<file path="src/rtl/rs_syndrome_calc.sv">
// Syndrome calculator for a Reed-Solomon decoder over GF(2^5), p(x) = x^5 + x^2 + 1.
// Evaluates S_j = r(alpha^j), j = 1..2T, by Horner's rule as the symbols stream in.
module rs_syndrome_calc #(
  parameter int N = 31,
  parameter int T = 2
) (
  input  logic            clock,
  input  logic            reset_n,
  input  logic [4:0]      sym_in,
  input  logic            sym_valid,
  output logic            sym_ready,
  output logic [10*T-1:0] synd_out,
  output logic            synd_valid,
  input  logic            synd_ready,
  output logic            err_detect
);

  localparam int NS = 2 * T;
  localparam int CW = (N > 1) ? $clog2(N) : 1;
  localparam logic [CW-1:0] LAST_IDX = CW'(N - 1);

  typedef enum logic {ACCUM, HOLD} state_e;

  state_e          state_q, state_d;
  logic [CW-1:0]   count_q, count_d;
  logic [4:0]      synd_q [NS];
  logic [4:0]      synd_d [NS];
  logic            err_q, err_d;
  logic            accept;
  logic            last_accept;

  // x * alpha: shift up one degree and fold alpha^5 back in as alpha^2 + 1.
  function automatic logic [4:0] mul_alpha(input logic [4:0] x);
    return {x[3:0], 1'b0} ^ (x[4] ? 5'h05 : 5'h00);
  endfunction

  function automatic logic [4:0] mul_alpha_pow(input logic [4:0] x, input int j);
    logic [4:0] r;
    r = x;
    for (int i = 0; i < j; i++) r = mul_alpha(r);
    return r;
  endfunction

  assign accept      = sym_valid & sym_ready;
  assign last_accept = accept & (count_q == LAST_IDX);

  // NOTE: state uses non-blocking assignments only; all next values come from the _d combinational logic.
  always_ff @(posedge clock or negedge reset_n) begin
    if (!reset_n) begin
      state_q <= ACCUM;
    end else begin
      state_q <= state_d;
    end
  end

  // NOTE: every always_comb output gets a default first, so no path can infer a latch.
  always_comb begin
    state_d = state_q;
    case (state_q)
      ACCUM:   if (last_accept) state_d = HOLD;
      HOLD:    if (synd_ready)  state_d = ACCUM;
      default: state_d = ACCUM;
    endcase
  end

  always_comb begin
    sym_ready  = (state_q == ACCUM);
    synd_valid = (state_q == HOLD);
  end

  // sym_in is only looked at on an accept, so junk on an idle bus never reaches the registers.
  always_comb begin
    count_d = count_q;
    synd_d  = synd_q;
    err_d   = err_q;
    if (accept) begin
      count_d = last_accept ? '0 : count_q + 1'b1;
      for (int j = 0; j < NS; j++) begin
        synd_d[j] = (count_q == '0) ? sym_in
                                    : mul_alpha_pow(synd_q[j], j + 1) ^ sym_in;
      end
    end
    if (last_accept) begin
      err_d = 1'b0;
      for (int j = 0; j < NS; j++) err_d = err_d | (|synd_d[j]);
    end else if (state_q == HOLD && synd_ready) begin
      err_d = 1'b0;
    end
  end

  // NOTE: the syndrome array is a handful of flops, not a RAM, so it is reset; synd_out must read zero after reset.
  always_ff @(posedge clock or negedge reset_n) begin
    if (!reset_n) begin
      count_q <= '0;
      err_q   <= 1'b0;
      for (int j = 0; j < NS; j++) synd_q[j] <= '0;
    end else begin
      count_q <= count_d;
      err_q   <= err_d;
      for (int j = 0; j < NS; j++) synd_q[j] <= synd_d[j];
    end
  end

  always_comb begin
    synd_out = '0;
    for (int j = 0; j < NS; j++) synd_out[5*j +: 5] = synd_q[j];
  end

  assign err_detect = err_q;

endmodule

</file>
<file path="config.mk">
export PLATFORM = sky130hd
export DESIGN_NAME = rs_syndrome_calc
export DESIGN_NICKNAME = d
export VERILOG_FILES = /design/src/rtl/rs_syndrome_calc.sv
export SDC_FILE = /design/constraint.sdc
export NUM_CORES = 1
export LEC_CHECK = 0
export ABC_AREA = 1
export BUFFER_PORTS_ARGS = -buffer_cell sky130_fd_sc_hd__buf_2
export CAP_MARGIN = 20
export CORE_ASPECT_RATIO = 0.5
export CORE_MARGIN = 2
export CORE_UTILIZATION = 30
export DETAILED_ROUTE_END_ITERATION = 6
export SLEW_MARGIN = 25
export SYNTH_ARGS = -nofsm -noshare
export SYNTH_HDL_FRONTEND = slang
export SYNTH_SLANG_ARGS = --single-unit
</file>
<file path="constraint.sdc">
create_clock -name clock -period 3.55 [get_ports clock]
set_input_delay 0.71 -clock clock [delete_from_list [all_inputs] [get_ports clock]]
set_output_delay 0.71 -clock clock [all_outputs]
set_load 0.03 [all_outputs]
</file>
==> results by group <==
Setup path
  – Worst EP arrival: 2310 ps
  – R2R depth: 15
  – R2R setup slack: 1480 ps
  – Critical Path Source Type: input port
  – Endpoint required time on the critical path: 3710 ps
  – Classification of the worst setup path: in2reg
  – Maximum fanout along the worst path: 27
  – Reg-to-Reg End: err_detect
  – Critical Path Sink Type: flop
  – R2r startpoint: count_q[0]

Timing
  – Final cycle utilization of the critical path: around 60%
  – Max-slew headroom: roughly 60%
  – Final count of negative-setup-slack endpoints: 0
  – Final Hold Viols: 0
  – Final-layout setup total negative slack: 0 ps
  – Worst Clk Skew: 4.06 ps
  – Worst hold margin: 456 ps
  – Unrepaired setup endpoints after global routing: false
  – Pins Over Slew Limit: 0
  – Slew at the pin with the worst max-slew slack: roughly 620 ps
  – Maximum frequency from static timing analysis: 467 MHz
  – Shortest clock period the worst path allows after layout: around 2100 ps

Clock tree
  – Clock Root Buffer: clkbuf_16
  – Clock buffer count from CTS: 3
  – Clock tree from TritonCTS: yes
  – Clk slew on worst S/H paths: approximately 70 ps
  – CTS resizes: 0
  – Hold-fix buffer count after cts: 0
  – # H-tree levels: 1
  – Worst-Skew Late Latency: 270 ps
  – Number of setup buffers added after CTS: 0
  – Maximum buffer depth of the clock tree: 2
  – Clock sinks: 27

Synth
  – Sequential area share after synthesis: between 30% and 40%
  – Total of flip-flops plus latches after synthesis: 27
  – Post-Synthesis Cells: between 200 and 300
  – Number of warnings printed during yosys synthesis: 0
  – Synth Flop Type: dfrtp_1
  – Fraction of registers with async set/reset: 100%
  – Leading post-synthesis cells by instance count: nand2_1 (140), inv_1 (46), nand3_1 (37)
  – Cell Area, Synth: about 1800 um2
  – Syn nets: 303
  – Number of enable-type register cells in the synthesized netlist: 0
  – Post-synth top area share: between 30% and 40%
  – Number of distinct library cells after synthesis: 20
  – Average size of a mapped cell: around 6.2 um2
  – Cells taking the most area after synthesis: dfrtp_1 (37%), nand2_1 (29%), nand3_1 (10%), inv_1 (9.5%), nor2_1 (2.3%)
  – Area leader, netlist: dfrtp_1
  – Most frequent cell after synthesis: nand2_1

Pwr
  – Leakage power: 1.29 nW
  – Power density over the cells: approximately 950 nW/um2
  – Worst IR drop on VDD: between 0.0002 and 0.0003 V

Placement
  – Post-detailed-placement half-perimeter wirelength: ~3400 um
  – Count of buffers from port buffering: 31
  – Final weighted congestion in routability-driven placement: 0.913

Flow run
  – Max-cap violation count: 0

Drt
  – Routed length per placed instance: around 12 um
  – Detailed-route vias per instance: between 4 and 5
  – Antenna viol nets, final: 0
  – DR vias: around 1800
  – Total iterations of the first detailed-routing run: 4
  – Initial DRC Count: between 100 and 150
  – Total wirelength of the detailed-routed design: 4560 um
  – Remaining routing DRC violations: 0

Floorplanning
  – X dimension of the die: between 100 and 150 um
  – Initial standard-cell utilization of the core: roughly a third
  – Overall die height: ~59 um
  – Area of the core: roughly 5700 um2
  – Placement Rows: 19
  – Number of top-level pins: 32
  – Die Footprint: just under 7000 um2

Global route
  – Initial antenna violation count: 0
  – Vias in the first global route: 1605
  – First-pass GRT wire length: approximately 7600 um
  – M3 GR Usage: ~3.2%
  – GR peak layer: met2
  – Combined global-route utilization of all metal layers: roughly 15%
  – Total grt overflow: 0
  – Met1 Usage GRT: between 20% and 30%
  – Pin count of the biggest net entering global routing: 32
  – Global-route met2 utilization: between 20% and 30%

Final layout
  – Sequential Area: between 600 and 700 um2
  – Final Net Count: approximately 330
  – Area of the multi-input gates: roughly 920 um2
  – Share of final-layout standard cells stronger than drive strength 1: roughly an eighth
  – Number of inserted filler cells in the final layout: 621
  – Diodes inserted: 0
  – Layout overhead on the synthesized area: 15.9%

Outcome
  – Status: complete, no violations

Hold path
  – Worst Hold Class: in2async
## logic make-up (layout without fill, tap and decap cells)
logic type	count (synthesis)	in the layout	share of synthesized area, %
simple gates	197	197	45.5
buf+inv	54	83	12.3
flops	27	27	37.2
compound gates	9	9	2.48
fa+ha+maj	3	3	2.06
xor+xnor	1	1	0.482
## report_power, final
part | total [mW] | switching (mW) | internal, mW
combinational | 1.13 | 0.782 | 0.344
clock | 0.265 | 0.111 | 0.153
sequential | 0.606 | 0.153 | 0.454
## state kept, by name (all words and copies together), names as in the netlist
signal / count
synd_valid: 1
count_q: 5
err_detect: 1
synd_out: 20
## layout make-up
class	count	area share, %
multi-input combinational	210	43.6
sequential	27	32.1
inverter	47	8.37
timing repair buffer	32	7.72
tap	73	4.33
clock buffer	3	3.56
clock inverter	1	0.356
## metal layers
metal	share of wire (%)	up-vias
met4	1.5	0
met5	0	-
met1	50	849
li1	-	941
met2	44	38
met3	5.2	7
## critical path, cell delays in order
cell	delay, ps
buf_2	80
inv_1	50
nor2_4	60
buf_4	280
inv_2	240
nor2_1	140
nand4_1	260
nor2_1	190
nand2_1	60
nor2_1	80
nand3_1	70
nand2_1	60
inv_1	30
## placed cells by master, fill, tap and decap left out
| master | netlist | final |
|---|---|---|
| nand4_1 | 2 | 2 |
| clkbuf_16 | 0 | 3 |
| or2_2 | 1 | 1 |
| ha_1 | 3 | 3 |
| nor4_1 | 1 | 1 |
| nor2_4 | 3 | 3 |
| nand3_1 | 37 | 37 |
| xor2_1 | 1 | 1 |
| dfrtp_1 | 27 | 27 |
| inv_2 | 1 | 1 |
| nor3_1 | 1 | 1 |
| a21oi_1 | 3 | 3 |
| clkinvlp_4 | 0 | 1 |
| inv_1 | 46 | 46 |
| buf_4 | 1 | 1 |
| nor2_1 | 11 | 11 |
| o21ai_0 | 6 | 6 |
| nand2_4 | 1 | 1 |
| nand2_1 | 140 | 140 |
| buf_2 | 2 | 31 |
## worst max-delay path by stage
| stage | start | to | slack, ps | cells after the start |
|---|---|---|---|---|
| after detailed placement | sym_valid | err_detect | 1130 | 13 |
| after CTS | sym_valid | err_detect | 1420 | 13 |
| final | sym_valid | err_detect | 1410 | 13 |
| after global routing | sym_valid | err_detect | 1140 | 13 |
| after floorplan | sym_valid | err_detect | 1780 | 10 |
| after global placement | sym_valid | err_detect | 1210 | 13 |
## stage by stage
stage / total power, mW / std cells / setup slack, ps / cell area, um2 / utilization, %
CTS: 2.01 / 393 / 1420 / 2110 / 37.2
floorplan: 1.45 / 291 / 1780 / 1820 / -
global placement: 1.72 / 389 / 1210 / 2020 / 35.8
detailed placement: 1.74 / 389 / 1130 / 2020 / 35.8
global route: 2.20 / 393 / 1140 / 2110 / 37.2
finish: 2.00 / 393 / 1410 / 2110 / 37.2
Power figures use the tool's default switching activity.
